===== src/rtl/wb_commit_pkg.sv =====
// wb_commit_pkg: shared types for the register-file write-commit unit.
//   REG_ADDR_W / NUM_REGS : integer register file geometry
//   XLEN                  : data width carried by commit_t
//   commit_t              : one pending write (destination + data)
//   scoreboard_t          : one pending bit per architectural register
package wb_commit_pkg;

  localparam int REG_ADDR_W = 5;
  localparam int NUM_REGS   = 32;
  localparam int XLEN       = 32;

  typedef struct packed {
    logic [REG_ADDR_W-1:0] rd;
    logic [XLEN-1:0]       data;
  } commit_t;

  typedef logic [NUM_REGS-1:0] scoreboard_t;

endpackage


===== src/rtl/wb_ll_fifo.sv =====
// wb_ll_fifo: synchronous FIFO of commit_t entries for long-latency results.
// Ports:
//   clk, rst_n            : clock, async active-low reset (pointers/count only)
//   push_i, push_data_i   : write request and entry (ignored while full)
//   pop_i, pop_data_o     : read request (ignored while empty) and head entry
//   count_o, full_o, empty_o : occupancy status
// Push and pop may occur in the same cycle; full/empty reflect the registered
// count, so a push is refused while full even if a pop happens that cycle.
// DEPTH must be a power of two so pointers wrap naturally.
module wb_ll_fifo
  import wb_commit_pkg::*;
#(
  parameter int DEPTH = 2
) (
  input  logic                   clk,
  input  logic                   rst_n,
  input  logic                   push_i,
  input  commit_t                push_data_i,
  input  logic                   pop_i,
  output commit_t                pop_data_o,
  output logic [$clog2(DEPTH):0] count_o,
  output logic                   full_o,
  output logic                   empty_o
);

  localparam int PTR_W = $clog2(DEPTH);
  localparam int CNT_W = PTR_W + 1;

  commit_t          mem_q [DEPTH];
  logic [PTR_W-1:0] wr_ptr_q, rd_ptr_q;
  logic [CNT_W-1:0] count_q;
  logic             do_push, do_pop;

  assign full_o     = (count_q == CNT_W'(DEPTH));
  assign empty_o    = (count_q == '0);
  assign count_o    = count_q;
  assign pop_data_o = mem_q[rd_ptr_q];
  assign do_push    = push_i && !full_o;
  assign do_pop     = pop_i && !empty_o;

  always_ff @(posedge clk or negedge rst_n) begin
    if (!rst_n) begin
      wr_ptr_q <= '0;
      rd_ptr_q <= '0;
      count_q  <= '0;
    end else begin
      if (do_push) wr_ptr_q <= wr_ptr_q + PTR_W'(1);
      if (do_pop)  rd_ptr_q <= rd_ptr_q + PTR_W'(1);
      if (do_push && !do_pop)      count_q <= count_q + CNT_W'(1);
      else if (do_pop && !do_push) count_q <= count_q - CNT_W'(1);
    end
  end

  // Storage needs no reset: entries are only read when count says valid.
  always_ff @(posedge clk) begin
    if (do_push) mem_q[wr_ptr_q] <= push_data_i;
  end

endmodule


===== src/rtl/wb_commit_unit.sv =====
// wb_commit_unit: sole driver of the integer register file write port.
// Merges in-order WB results (never stalled) with buffered long-latency
// results, tracks pending long-latency destinations and stalls ID on hazards.
// Ports:
//   clk, rst_n                        : clock, async active-low reset
//   wb_valid/wb_rd_addr/wb_rd_data    : pipeline WB result (always accepted)
//   ll_issue_valid/ll_issue_rd        : long-latency issue, marks rd pending
//   ll_resp_valid/ready/rd/data       : long-latency result handshake
//   id_rs1_addr/id_rs2_addr/id_rd_addr: ID-stage register addresses
//   stall_id                          : hold ID (RAW/WAW on pending register)
//   reg_write/rd_addr/rd_data         : registered register file write port
// Optional build macro WB_COMMIT_FWD_EN adds id_rs{1,2}_fwd(_data) bypass
// outputs for the write in flight and drops that term from stall_id.
// XLEN must equal wb_commit_pkg::XLEN (the FIFO entry type is built from it).
// When no write is committed, rd_addr/rd_data are driven to zero.
module wb_commit_unit #(
  parameter int LL_DEPTH = 2,
  parameter int XLEN     = 32
) (
  input  logic            clk,
  input  logic            rst_n,
  input  logic            wb_valid,
  input  logic [4:0]      wb_rd_addr,
  input  logic [XLEN-1:0] wb_rd_data,
  input  logic            ll_issue_valid,
  input  logic [4:0]      ll_issue_rd,
  input  logic            ll_resp_valid,
  output logic            ll_resp_ready,
  input  logic [4:0]      ll_resp_rd,
  input  logic [XLEN-1:0] ll_resp_data,
  input  logic [4:0]      id_rs1_addr,
  input  logic [4:0]      id_rs2_addr,
  input  logic [4:0]      id_rd_addr,
  output logic            stall_id,
  output logic            reg_write,
  output logic [4:0]      rd_addr,
  output logic [XLEN-1:0] rd_data
`ifdef WB_COMMIT_FWD_EN
  ,
  output logic            id_rs1_fwd,
  output logic            id_rs2_fwd,
  output logic [XLEN-1:0] id_rs1_fwd_data,
  output logic [XLEN-1:0] id_rs2_fwd_data
`endif
);

  import wb_commit_pkg::commit_t;
  import wb_commit_pkg::scoreboard_t;

  localparam int CNT_W = $clog2(LL_DEPTH) + 1;

  commit_t          head, push_entry, sel;
  logic [CNT_W-1:0] ll_count;
  logic             ll_full, ll_empty, ll_push, ll_pop;
  scoreboard_t      pend_q, pend_d;
  logic             reg_write_q, reg_write_d;
  logic [4:0]       rd_addr_q, rd_addr_d;
  logic [XLEN-1:0]  rd_data_q, rd_data_d;
  logic             pend_hit;

  // Ready comes from the registered count, so a full FIFO refuses a push even
  // in a cycle where it also pops.
  assign ll_resp_ready   = (ll_count < CNT_W'(LL_DEPTH));
  assign ll_push         = ll_resp_valid && ll_resp_ready;
  assign ll_pop          = !wb_valid && !ll_empty;
  assign push_entry.rd   = ll_resp_rd;
  assign push_entry.data = ll_resp_data;

  wb_ll_fifo #(.DEPTH(LL_DEPTH)) u_ll_fifo (
    .clk         (clk),
    .rst_n       (rst_n),
    .push_i      (ll_push),
    .push_data_i (push_entry),
    .pop_i       (ll_pop),
    .pop_data_o  (head),
    .count_o     (ll_count),
    .full_o      (ll_full),
    .empty_o     (ll_empty)
  );

  always_comb begin
    sel = head;
    if (wb_valid) begin
      sel.rd   = wb_rd_addr;
      sel.data = wb_rd_data;
    end
    // x0 commits still consume the FIFO entry but never reach the reg file.
    reg_write_d = (wb_valid || !ll_empty) && (sel.rd != '0);
    rd_addr_d   = reg_write_d ? sel.rd : '0;
    rd_data_d   = reg_write_d ? sel.data : '0;

    // Issue is applied after the pop clear so a same-cycle set wins.
    pend_d = pend_q;
    if (ll_pop)         pend_d[head.rd]     = 1'b0;
    if (ll_issue_valid) pend_d[ll_issue_rd] = 1'b1;
    pend_d[0] = 1'b0;
  end

  always_ff @(posedge clk or negedge rst_n) begin
    if (!rst_n) begin
      reg_write_q <= 1'b0;
      rd_addr_q   <= '0;
      rd_data_q   <= '0;
      pend_q      <= '0;
    end else begin
      reg_write_q <= reg_write_d;
      rd_addr_q   <= rd_addr_d;
      rd_data_q   <= rd_data_d;
      pend_q      <= pend_d;
    end
  end

  assign reg_write = reg_write_q;
  assign rd_addr   = rd_addr_q;
  assign rd_data   = rd_data_q;

  assign pend_hit = pend_q[id_rs1_addr] | pend_q[id_rs2_addr] | pend_q[id_rd_addr];

  // The pending bit drops one cycle before the reg file holds the value; the
  // write in flight is either bypassed or covered by one extra stall cycle.
  // reg_write_q implies rd_addr_q != 0, so x0 sources never match.
`ifdef WB_COMMIT_FWD_EN
  assign stall_id        = pend_hit;
  assign id_rs1_fwd      = reg_write_q && (rd_addr_q == id_rs1_addr);
  assign id_rs2_fwd      = reg_write_q && (rd_addr_q == id_rs2_addr);
  assign id_rs1_fwd_data = rd_data_q;
  assign id_rs2_fwd_data = rd_data_q;
`else
  assign stall_id = pend_hit |
                    (reg_write_q && ((rd_addr_q == id_rs1_addr) || (rd_addr_q == id_rs2_addr)));
`endif

endmodule

===== config.mk =====
export PLATFORM = sky130hd
export DESIGN_NAME = wb_commit_unit
export DESIGN_NICKNAME = d
export VERILOG_FILES = /design/src/rtl/wb_commit_pkg.sv /design/src/rtl/wb_ll_fifo.sv /design/src/rtl/wb_commit_unit.sv
export SDC_FILE = /design/constraint.sdc
export NUM_CORES = 1
export LEC_CHECK = 0
export CORE_MARGIN = 1.5
export CORE_UTILIZATION = 30
export DETAILED_ROUTE_END_ITERATION = 10
export PLACE_DENSITY = 0.55
export SLEW_MARGIN = 10
export SYNTH_ARGS = -nofsm -noshare
export SYNTH_HDL_FRONTEND = slang
export SYNTH_SLANG_ARGS = --single-unit

===== constraint.sdc =====
create_clock -name clk -period 3.2 [get_ports clk]
set_input_delay 0.96 -clock clk [delete_from_list [all_inputs] [get_ports clk]]
set_output_delay 0.96 -clock clk [all_outputs]
set_load 0.02 [all_outputs]

# After elaboration in Yosys (flattened, before gate mapping)
# Memory sizes are Yosys's and may differ from the RTL's.
# Index checks and enable logic that the tools add are counted.
# word_totals
ff_bits	73
latch_bits	0
ram_bits	74
rom_bits	0
input_bits	99
output_inout_bits	40
elab_cells	68
memories	1
# op_classes
n_addsub	4
mul	0
div	0
order_cmp	8
eq_ne	3
n_shift	0
mux	19
bitwise	6
reduce_logical	20
# memory_table
memory	depth	word_bits	rd	rd_ports_with_merged_regs	wr	line	source
u_ll_fifo.mem_q	2	37	1	0	1	wb_ll_fifo.sv:29	commit_t mem_q [DEPTH];
# op_table
operator	count
32-bit 2-to-1 mux	3
37-bit 2-to-1 mux	1
32-bit bitwise AND	1
32-bit inverter	1
32-bit OR	1
5-bit by 6-bit < comparator with 1-bit output, second input constant	5
1-bit binary-select mux with 5-bit select	3
1-bit demux with 5-bit select	2
5-bit == test	2
5-bit by 1-bit greater-or-equal comparator with 1-bit output, second input constant	2
1-bit logical AND	10
1-bit 2-to-1 mux	7
1-bit zero test	5
5-bit 2-to-1 mux	1
5-bit nonzero test	1
2-bit 2-to-1 mux	2
1-bit OR	3
1-bit adder, second input constant	2
2-bit by 1-bit adder with 2-bit output, second input constant	1
2-bit == test, second input constant	1
2-bit zero test	1
1-bit logical OR	2
2-bit < comparator, second input constant	1
2-bit nonzero test	1
2-bit by 1-bit subtractor with 2-bit output, second input constant	1

# Longest topological paths before layout
# Gate-level depths: netlist of run 1.
# An unclocked memory read counts as a cell.
# logic_depth
ltp_word	10
depth_mapped	9
mapped_depth_nobuf	6

# Modules after synthesis
# A second synthesis of run 1 with hierarchy kept.
# unflattened
hier_cells	497
hier_area_um2	6787.8
# modules_own_cells
mod	n_inst	cells_per_inst	area_each_um2	seq_area_each_um2
wb_commit_unit	1	363	3838.7	1726.7
wb_ll_fifo	1	134	2949.1	2322.2

# Worst setup path after synthesis of run 1
# Ideal clock, no wire load.
# synth_timing
kind	in2reg
start	input ll_resp_valid
end	memory u_ll_fifo.mem_q[0][0] (netlist name) (enable)
setup_ns	0.436
t_arrival_ns	2.901
required_time_ns	2.764
setup_slack_ns	-0.136
cell_stages	2
path_buffers	0
path_cell_list	nor2b_1 > nor2b_1
# synth_between
elab_chain_cells	4
# synth_lines
item	line	source
from (decl)	wb_commit_unit.sv:27	input logic ll_resp_valid,
1-bit logical AND	wb_commit_unit.sv:64	assign ll_push = ll_resp_valid && ll_resp_ready;
1-bit logical AND	wb_ll_fifo.sv:38	assign do_push = push_i && !full_o;
1-bit 2-to-1 mux	wb_ll_fifo.sv:56	if (do_push) mem_q[wr_ptr_q] <= push_data_i;
1-bit 2-to-1 mux (implied by the code)	wb_ll_fifo.sv:56	
to (decl)	wb_ll_fifo.sv:29	
# No other way between the ends.

# Final worst setup path of run 1
# layout_timing
start	input id_rd_addr[1]
end	output stall_id
# layout_between
elab_chain_cells	4
# layout_lines
item	line	source
from (decl)	wb_commit_unit.sv:33	input logic [4:0] id_rd_addr,
1-bit binary-select mux with 5-bit select	wb_commit_unit.sv:117	assign pend_hit = pend_q[id_rs1_addr] | pend_q[id_rs2_addr] | pend_q[id_rd_addr];
1-bit 2-to-1 mux (implied by the code)	wb_commit_unit.sv:117	
1-bit OR	wb_commit_unit.sv:117	
1-bit OR	wb_commit_unit.sv:129	assign stall_id = pend_hit |
to (decl)	wb_commit_unit.sv:34	output logic stall_id,
# No other way between the ends. The select of a mux whose other input is x is not followed.

==> results of run 1 <==
==> worst max-delay path, delay by kind of cell <==
kind	cells	cell delay, ns
AND/OR/NAND/NOR	2	0.24
AO/OA/AOI/OAI	2	0.32
multiplexers	1	0.53
buffers and inverters	2	0.43
==> layout make-up <==
type / count / share of cell area (%)
clock inverters: 15 / 1.82
diodes: 1 / 0.0271
inverters: 4 / 0.163
multi-input cells: 345 / 26.9
repair buffers: 175 / 18.8
clock buffers: 17 / 4.61
well taps: 280 / 3.79
flip-flops and latches: 147 / 43.8
==> cells by family after synthesis <==
logic type	count (synthesis)
AOI/OAI and AO/OA	120
xor gates and xnor gates	15
adders and majority gates	1
buffers and inverters	31
DFF	147
muxes	73
and+or+nand+nor	136
==> metrics by stage <==
| stage | setup TNS [ns] | cell area [um^2] | hold WS [ns] | power (mW) |
|---|---|---|---|---|
| CTS | -0.249 | 9230 | 0.547 | 7.22 |
| detailed placement | -1.13 | 8520 | 0.533 | 5.19 |
| global route | -0.296 | 9230 | 0.564 | 7.55 |
| finish | -0.234 | 9240 | 0.533 | 7.16 |
| floorplan | -0.0691 | 6700 | 0.473 | 4.22 |
| global placement | -1.08 | 8520 | 0.498 | 5.13 |
==> cells in the final DEF (no fill, tap or decap), types with 5 or more instances in the layout <==
cell	n
dfrtp_1	72
mux4_2	13
nand3b_1	6
a21oi_1	37
o21ai_1	41
buf_6	5
xnor2_1	11
buf_12	7
clkbuf_16	17
nand2_1	20
mux2i_1	48
buf_4	28
edfxtp_1	74
buf_2	5
o21ai_0	23
nor2_1	80
clkdlybuf4s50_1	124
nor2b_1	5
==> state kept, by name, indices dropped and copies added, names as in the netlist <==
signal and count:
u_ll_fifo.wr_ptr_q 1, pend_q 31, rd_addr 5, u_ll_fifo.mem_q 74, reg_write 1, rd_data 32
u_ll_fifo.count_o 2, u_ll_fifo.rd_ptr_q 1
==> worst max path at each step <==
stage	startpoint	end	slack (ns)	cells past startpoint
CTS	id_rs2_addr[1]	stall_id	-0.25	8
global route	id_rs2_addr[1]	stall_id	-0.30	10
global placement	id_rs1_addr[0]	stall_id	-1.08	8
detailed placement	id_rd_addr[1]	stall_id	-1.13	8
floorplan	id_rs1_addr[2]	stall_id	-0.07	7
finish	id_rd_addr[1]	stall_id	-0.23	7
==> layer usage <==
layer  global-route usage (%)  vias up
met5                        0        -
met4                     6.38        0
met3                     5.13       27
met2                     25.9      189
met1                     19.6     2339
li1                         -     2266
==> where the power goes <==
group / internal [mW] / total (mW) / switching [mW]
clock network: 1.11 / 1.96 / 0.851
registers: 2.52 / 2.99 / 0.470
logic: 1.11 / 2.22 / 1.11
total: 4.73 / 7.16 / 2.43
==> repair_timing <==
action,CTS,global route
gates resized for setup,54,2
buffers inserted,6,0
pin swaps,8,1
endpoints found under the setup margin,1,1
==> results.cfg, run 1 <==
[worst_setup_path]
rr_startpoint = u_ll_fifo.rd_ptr_q$_DFFE_PN0P_
max_stage_delay_ns = 0.53
rr_worst_depth = 6
r2r-end = pend_q[22]$_DFF_PN0_
cp_max_fo = 6
worstSetupEndpointType = output pin
r2r_slack_ns = 0.80
critical_path_class = input port to output pin
crit_arrival_ns = 2.47
critical_path_required_ns = 2.24
start_kind = input port
path_cells = clkdlybuf4s15_2 -> mux4_2 -> nor2b_2 -> o32ai_2 -> a2111oi_4 -> nand3_2 -> buf_6
cp_slowest_cell = mux4_2

[pwr]
power_leakage_nw = 3.56
peakVddDrop_mv = 0.398
power-per-cell-area_nw_per_um2 = 776

[die]
io_pins = 139
initial_core_util_pct = 30.5
core_um2 = 21800
die_area_um2 = 23100
fp-row-count = 54
die-width_um = 152
die_y_um = 152

[placement]
dp.cells = 945
gp_congestion = 0.879
pre_cts_slack_ns = -1.13
port_buffers = 138
dp_hpwl_mm = 12.7

[cells_and_area]
fin_cells = 984
area_growth_pct = 38.7
drive_above_1_share_pct = 17.4
fillCellCount = 2009
multi_input_area_um2 = 2490
finalNetCount = 790
ff_latch_area_um2 = 4050
fin_util_pct = 42.3

[synthesis]
syn_nets = 623
ys.flop_type = edfxtp_1
synth_xor_xnor_area_share_pct = 1.97
netlist_area_um2 = 6660
synth_top_family_by_area = multiplexers
synthAdderAreaFrac_pct = 0.188
synth.largest_area_cell = edfxtp_1
synth-seq-cells = 147
post_synth.cell_area_avg_um2 = 12.7
synthSimpleGateAreaFrac_pct = 9.41
yosys_warnings = 0
syn_inst = 523
muxShareOfSynthArea_pct = 14.4
synth_commonest_cells = 80 x nor2_1, 74 x edfxtp_1, 73 x dfrtp_1
ys_types = 51
synth_edf_count = 74
synthTopCellsByArea = edfxtp_1 33%, dfrtp_1 27%, mux2i_1 7.4%
yosysTopAreaCellShare_pct = 33.4
async_reset_ff_share_pct = 49.7
synth-compound-area-share_pct = 10.1
synth.most_common_cell = nor2_1
seq_area_frac_synth_pct = 60.8

[route]
first_pass_iters = 4
route.met3.wl_mm = 1.46
wl_mm = 17.9
met1Wirelength_mm = 7.41
route.top_layer_used = met4
wl_met2_mm = 8.69
drc = 0
ant_nets = 0
vias = 4821
via_per_inst = 4.90
drt-wirelength-per-cell_um = 18.2
drtIter0Drc = 300

[cts]
numCtsBuffers = 17
hold_buffers = 0
worstSkewPairLatency_ns = 0.43
htreeDepth = 4
cts_buffer_depth = 2
cts_root_buf = clkbuf_16
clk_pin_slew_ns = 0.07
cts.sinks = 147
cts_tree = done

[global_route]
grt_first_pass_wirelength_mm = 28.4
grt_max_degree = 65
track_usage_pct = 15.9
grt_pass1_vias = 5142
grt_antenna_before_repair = 1
grt_remaining_overflow = 0

[timing]
fin_ws_ns = -0.234
fin_crit_sh_pct = 107
setup_violations = 1
finClkSkew_ns = 0.0169
slew_headroom_pct = 53.0
max_freq_mhz = 291
final.min_clock_period_ns = 3.43
worstMarginPinSlew_ns = 0.704
rsz0062_at_grt = true
finalMaxSlewViolations = 0
hold_viol = 0

[run_status]
violations = setup timing
status = finished, violations left

[job]
drv_cap = 0

[worst_hold_path]
hp-class = input port to asynchronous set/reset pin
No activity file was read; power rests on OpenSTA's default activity.
==> run 2: changes to the inputs <==
CELL_PAD_IN_SITES_DETAIL_PLACEMENT = 0   (was unset)
CELL_PAD_IN_SITES_GLOBAL_PLACEMENT = 2   (was unset)
PLACE_DENSITY = 0.73   (was 0.55)
RECOVER_POWER = 50   (was unset)
clock period = 3.9 ns   (was 3.2 ns; I/O delays follow)
==> run 2 against run 1 <==
Effect of this change:
- the run ends with capacitance limit, slew limit left
- sequential power fell by 18%
- clock power down 13%
- non-clock buffer count fell by 6
- routed wire length shrank 0.12%
- core utilization fell by 0.57 points
- setup slack better by 0.26 ns
- die area did not move
- design area shrank 1.4%
- largest cell class unchanged
- power decreased by 18%
- final cell count down 0.41%
- sequential share of layout area up 0.60 points
- combinational power fell by 23%
==> results.cfg, run 2 (synthesis results as in run 1) <==
[run_status]
status = finished, violations left
violations = capacitance limit, slew limit

[route]
drt-wirelength-per-cell_um = 18.2
drtIter0Drc = 275
first_pass_iters = 5
via_per_inst = 4.91
vias = 4810
ant_nets = 0
drc = 0
wl_mm = 17.8

[pwr]
peakVddDrop_mv = 0.328
power-per-cell-area_nw_per_um2 = 641
power_leakage_nw = 3.54

[die]
initial_core_util_pct = 30.5
die-width_um = 152
io_pins = 139
core_um2 = 21800
die_area_um2 = 23100
fp-row-count = 54
die_y_um = 152

[worst_hold_path]
hp-class = flip-flop to flip-flop
holdPathStages = 1
min_from = u_ll_fifo.count_o[0]$_DFFE_PN0P_
hold_path_end = u_ll_fifo.count_o[0]$_DFFE_PN0P_

[timing]
setup_violations = 0
finalMaxSlewViolations = 74
rsz0062_at_grt = true
final.min_clock_period_ns = 3.87
finClkSkew_ns = 0.0170
slew_headroom_pct = -27.0
fin_ws_ns = 0.0311
max_freq_mhz = 258
hold_viol = 0
fin_crit_sh_pct = 99.2
worstMarginPinSlew_ns = 1.91
holdWs_ns = 0.522

[global_route]
grt_pass1_vias = 5022
track_usage_pct = 15.6
grt_antenna_before_repair = 5
grt_remaining_overflow = 0
grt_first_pass_wirelength_mm = 27.9
grt_max_degree = 74

[worst_setup_path]
critical_path_required_ns = 2.73
cp_slowest_cell = a2111oi_2
start_kind = input port
cp_max_fo = 7
max_stage_delay_ns = 0.33
r2r-end = rd_data[21]$_DFF_PN0_
worstSetupEndpointType = output pin
crit_arrival_ns = 2.70
rr_worst_depth = 7
rr_startpoint = u_ll_fifo.rd_ptr_q$_DFFE_PN0P_
critical_path_class = input port to output pin
path_cells = dlygate4sd2_1 -> buf_6 -> nor2b_1 -> a221oi_2 -> a2111oi_2 -> a2111oi_2 -> nand3_1 -> buf_6
r2r_slack_ns = 1.81

[cells_and_area]
layout_common_cells = 85 x clkdlybuf4s50_1, 80 x nor2_1, 74 x edfxtp_1, 72 x dfrtp_1, 49 x mux2i_1
final_common_cell = clkdlybuf4s50_1
finalNetCount = 784
area_growth_pct = 36.8
largest_register = u_ll_fifo.mem_q
fillCellCount = 2038
drive_above_1_share_pct = 15.6
largest_reg_flops = 74

[placement]
dp_hpwl_mm = 12.7
pre_cts_slack_ns = -0.828
port_buffers = 138
gp_congestion = 0.864

[job]
drv_cap = 1

[cts]
worstSkewPairLatency_ns = 0.43
cts_tree = done
numCtsBuffers = 17
cts_buffer_depth = 2
cts_root_buf = clkbuf_16
cts.sinks = 147
clk_pin_slew_ns = 0.06
htreeDepth = 4
hold_buffers = 0
run 2: cell type report:
| type | instances | area, um^2 | share of cell area, % |
|---|---|---|---|
| timing repair buffer | 169 | 1620 | 17.8 |
| clock buffer | 17 | 425 | 4.67 |
| antenna | 3 | 7.51 | 0.0824 |
| multi-input combinational | 345 | 2450 | 26.9 |
| clock inverter | 15 | 194 | 2.13 |
| tap | 280 | 350 | 3.85 |
| sequential | 147 | 4050 | 44.5 |
| inverter | 4 | 15.0 | 0.165 |
run 2: layer usage:
metal | vias up | GRT usage, % | part of all wire [%] | routed length [um]
met4 | 4 | 5.55 | 2.0 | 349
met2 | 156 | 25.1 | 47 | 8400
met3 | 25 | 5.56 | 6.5 | 1170
met1 | 2380 | 19.3 | 44 | 7900
li1 | 2245 | - | - | -
met5 | - | 0 | 0.15 | 26
run 2: worst max path at each step:
| stage | startpoint | endpoint | slack (ns) | cells after the start |
|---|---|---|---|---|
| finish | id_rd_addr[2] | stall_id | 0.03 | 8 |
| global route | id_rs1_addr[0] | stall_id | -0.04 | 8 |
| CTS | id_rd_addr[2] | stall_id | 0.003 | 7 |
| detailed placement | id_rs2_addr[1] | stall_id | -0.83 | 8 |
| global placement | id_rs2_addr[1] | stall_id | -0.83 | 9 |
| floorplan | id_rd_addr[0] | stall_id | 0.16 | 6 |
run 2: repair_timing:
item,CTS,global route
setup endpoints to repair,1,1
pin swaps,6,8
buffers inserted,1,2
gates cloned,0,0
resized for setup,48,14
run 2: stage by stage:
step                      area, um^2  TNS [ns]  power (mW)  std cells  util (%)
final                           9110         0        5.84        980      41.7
after global routing            9100   -0.0427        6.16        977      41.7
after CTS                       9050         0        5.91        975      41.5
after floorplan                 6660         0        3.45        523         -
after detailed placement        8400    -0.828        4.16        942      38.5
after global placement          8400    -0.827        4.13        942      38.5
run 2: power by group:
part	internal, mW	total, mW	switching, mW
Combinational	0.832	1.70	0.869
Sequential	2.07	2.44	0.373
Clock	1.03	1.70	0.676
Total	3.92	5.84	1.92
run 2: worst max-delay path: cells and delay by family:
kind / cells / cell delay, ns
simple gates: 2 / 0.29
buf+inv: 3 / 0.58
compound gates: 3 / 0.66
==> run 3: changes to the inputs <==
ABC_CLOCK_PERIOD_IN_PS = 3300   (was unset)
PLACE_DENSITY = 0.75   (was 0.73)
clock period = 3.3 ns   (was 3.9 ns; I/O delays follow)
==> run 3 against run 2 <==
Effect of this change:
- core utilization up 0.62 points
- critical endpoint unchanged
- first-iteration DRC count increased by 5.8%
- power increased by 17%
- sequential share of layout area down 0.66 points
- global-route usage increased by 0.14 points
- the run ends with capacitance limit, slew limit, setup timing left
- hold slack improved by 0.014 ns
- clock skew shrank 0.0066 ns
==> results.cfg, run 3 (synthesis results as in run 1) <==
[run_status]
status = finished, violations left
violations = capacitance limit, slew limit, setup timing

[timing]
worstMarginPinSlew_ns = 2.35
max_freq_mhz = 286
setup_violations = 1
finalMaxSlewViolations = 43
hold_viol = 0
holdWs_ns = 0.536
rsz0062_at_grt = true
fin_crit_sh_pct = 106
final.min_clock_period_ns = 3.50
finClkSkew_ns = 0.0105
slew_headroom_pct = -56.6
fin_ws_ns = -0.197

[worst_setup_path]
critical_path_required_ns = 2.31
crit_arrival_ns = 2.51
critical_path_class = input port to output pin
rr_startpoint = u_ll_fifo.rd_ptr_q$_DFFE_PN0P_
rr_worst_depth = 6
cp_max_fo = 6
start_kind = input port
r2r-end = pend_q[5]$_DFF_PN0_
r2r_slack_ns = 0.53
worstSetupEndpointType = output pin

[route]
vias = 4785
via_per_inst = 4.82
ant_nets = 0
drt-wirelength-per-cell_um = 17.7
drtIter0Drc = 291
wl_mm = 17.6
drc = 0
first_pass_iters = 4

[die]
fp-row-count = 54
die-width_um = 152
die_y_um = 152
core_um2 = 21800
initial_core_util_pct = 30.5
io_pins = 139
die_area_um2 = 23100

[global_route]
grt_remaining_overflow = 0
grt_first_pass_wirelength_mm = 28.4
grt_max_degree = 65
grt_pass1_vias = 5199
grt_antenna_before_repair = 7
track_usage_pct = 15.7

[pwr]
power_mw = 6.86
power_leakage_nw = 3.59
peakVddDrop_mv = 0.387
p_clk_share_pct = 27.4
combPwrFrac_pct = 31.5
power-per-cell-area_nw_per_um2 = 742
power_frac_seq_pct = 41.2
p_int_mw = 4.62
switching_share_pct = 32.6
p_sw_mw = 2.24

[worst_hold_path]
holdPathStages = 1
hold_path_end = u_ll_fifo.wr_ptr_q$_DFFE_PN0P_
hp-class = flip-flop to flip-flop
min_from = u_ll_fifo.wr_ptr_q$_DFFE_PN0P_

[cells_and_area]
finalNetCount = 794
fin_area_um2 = 9250
layout_common_cells = 84 x clkdlybuf4s50_1, 79 x nor2_1, 74 x edfxtp_1, 73 x dfrtp_1, 49 x mux2i_1
largest_register = u_ll_fifo.mem_q
largest_reg_flops = 74
final_common_cell = clkdlybuf4s50_1
area_growth_pct = 38.9
fillCellCount = 2082
fin_util_pct = 42.4
fin_cells = 993
drive_above_1_share_pct = 17.4

[cts]
clk_pin_slew_ns = 0.06
cts_root_buf = clkbuf_16
worstSkewPairLatency_ns = 0.41
htreeDepth = 4
numCtsBuffers = 17
cts_tree = done
cts_buffer_depth = 2
cts.sinks = 147

[placement]
dp_hpwl_mm = 12.8
port_buffers = 138
gp_congestion = 0.810
dp.cells = 952
dpl_cell_area_um2 = 8530

[job]
drv_cap = 1
-- run 3: final cells by class --
type	count	area, um^2	share of cell area (%)
Sequential cell	147	4050	43.8
Multi-Input combinational cell	345	2500	27.0
Timing Repair Buffer	179	1740	18.8
Clock buffer	17	425	4.60
Tap cell	280	350	3.79
Clock inverter	15	156	1.69
Inverter	4	15.0	0.162
Antenna cell	6	15.0	0.162
-- run 3: worst max path at each step --
stage,end,slack [ns],startpoint,depth (start not counted)
CTS,stall_id,-0.21,id_rs1_addr[2],8
global route,stall_id,-0.25,id_rd_addr[2],7
finish,stall_id,-0.20,id_rd_addr[0],8
global placement,stall_id,-1.09,id_rs2_addr[1],8
detailed placement,stall_id,-1.14,id_rs2_addr[1],8
floorplan,stall_id,-0.07,id_rd_addr[0],6
-- run 3: power by group through the flow --
stage	combinational [mW]	sequential, mW	clock [mW]
after floorplan	1.26	2.81	0
after global placement	2.11	2.84	0
after detailed placement	2.15	2.85	0
after CTS	2.21	2.82	1.92
after global routing	2.37	2.88	2.00
final	2.16	2.82	1.88
-- run 3: worst max-delay path, cell delays in order --
cell and delay (ns):
buf_6 0.07, buf_6 0.12, mux4_2 0.51, inv_2 0.09
a2111oi_4 0.08, a2111oi_4 0.37, nand3_2 0.12, buf_6 0.14
-- run 3: repair_timing --
| item | 4_1_cts | 5_1_grt |
|---|---|---|
| pin swaps | 12 | 4 |
| gates cloned | 0 | 0 |
| setup buffers | 3 | 0 |
| hold buffers | 0 | 0 |
| endpoints found under the setup margin | 1 | 1 |
| resized for setup | 69 | 5 |
-- run 3: metal layers --
metal	routed length [um]	track usage, %	vias up
li1	-	-	2277
met3	1390	6.39	22
met5	13	0	-
met2	8480	26.0	157
met4	240	4.53	2
met1	7440	18.8	2327
-- run 3: stage by stage --
step	setup TNS, ns	setup slack [ns]
global placement	-1.09	-1.09
global route	-2.95	-0.247
CTS	-0.206	-0.206
floorplan	-0.0661	-0.0661
detailed placement	-1.14	-1.14
finish	-0.197	-0.197
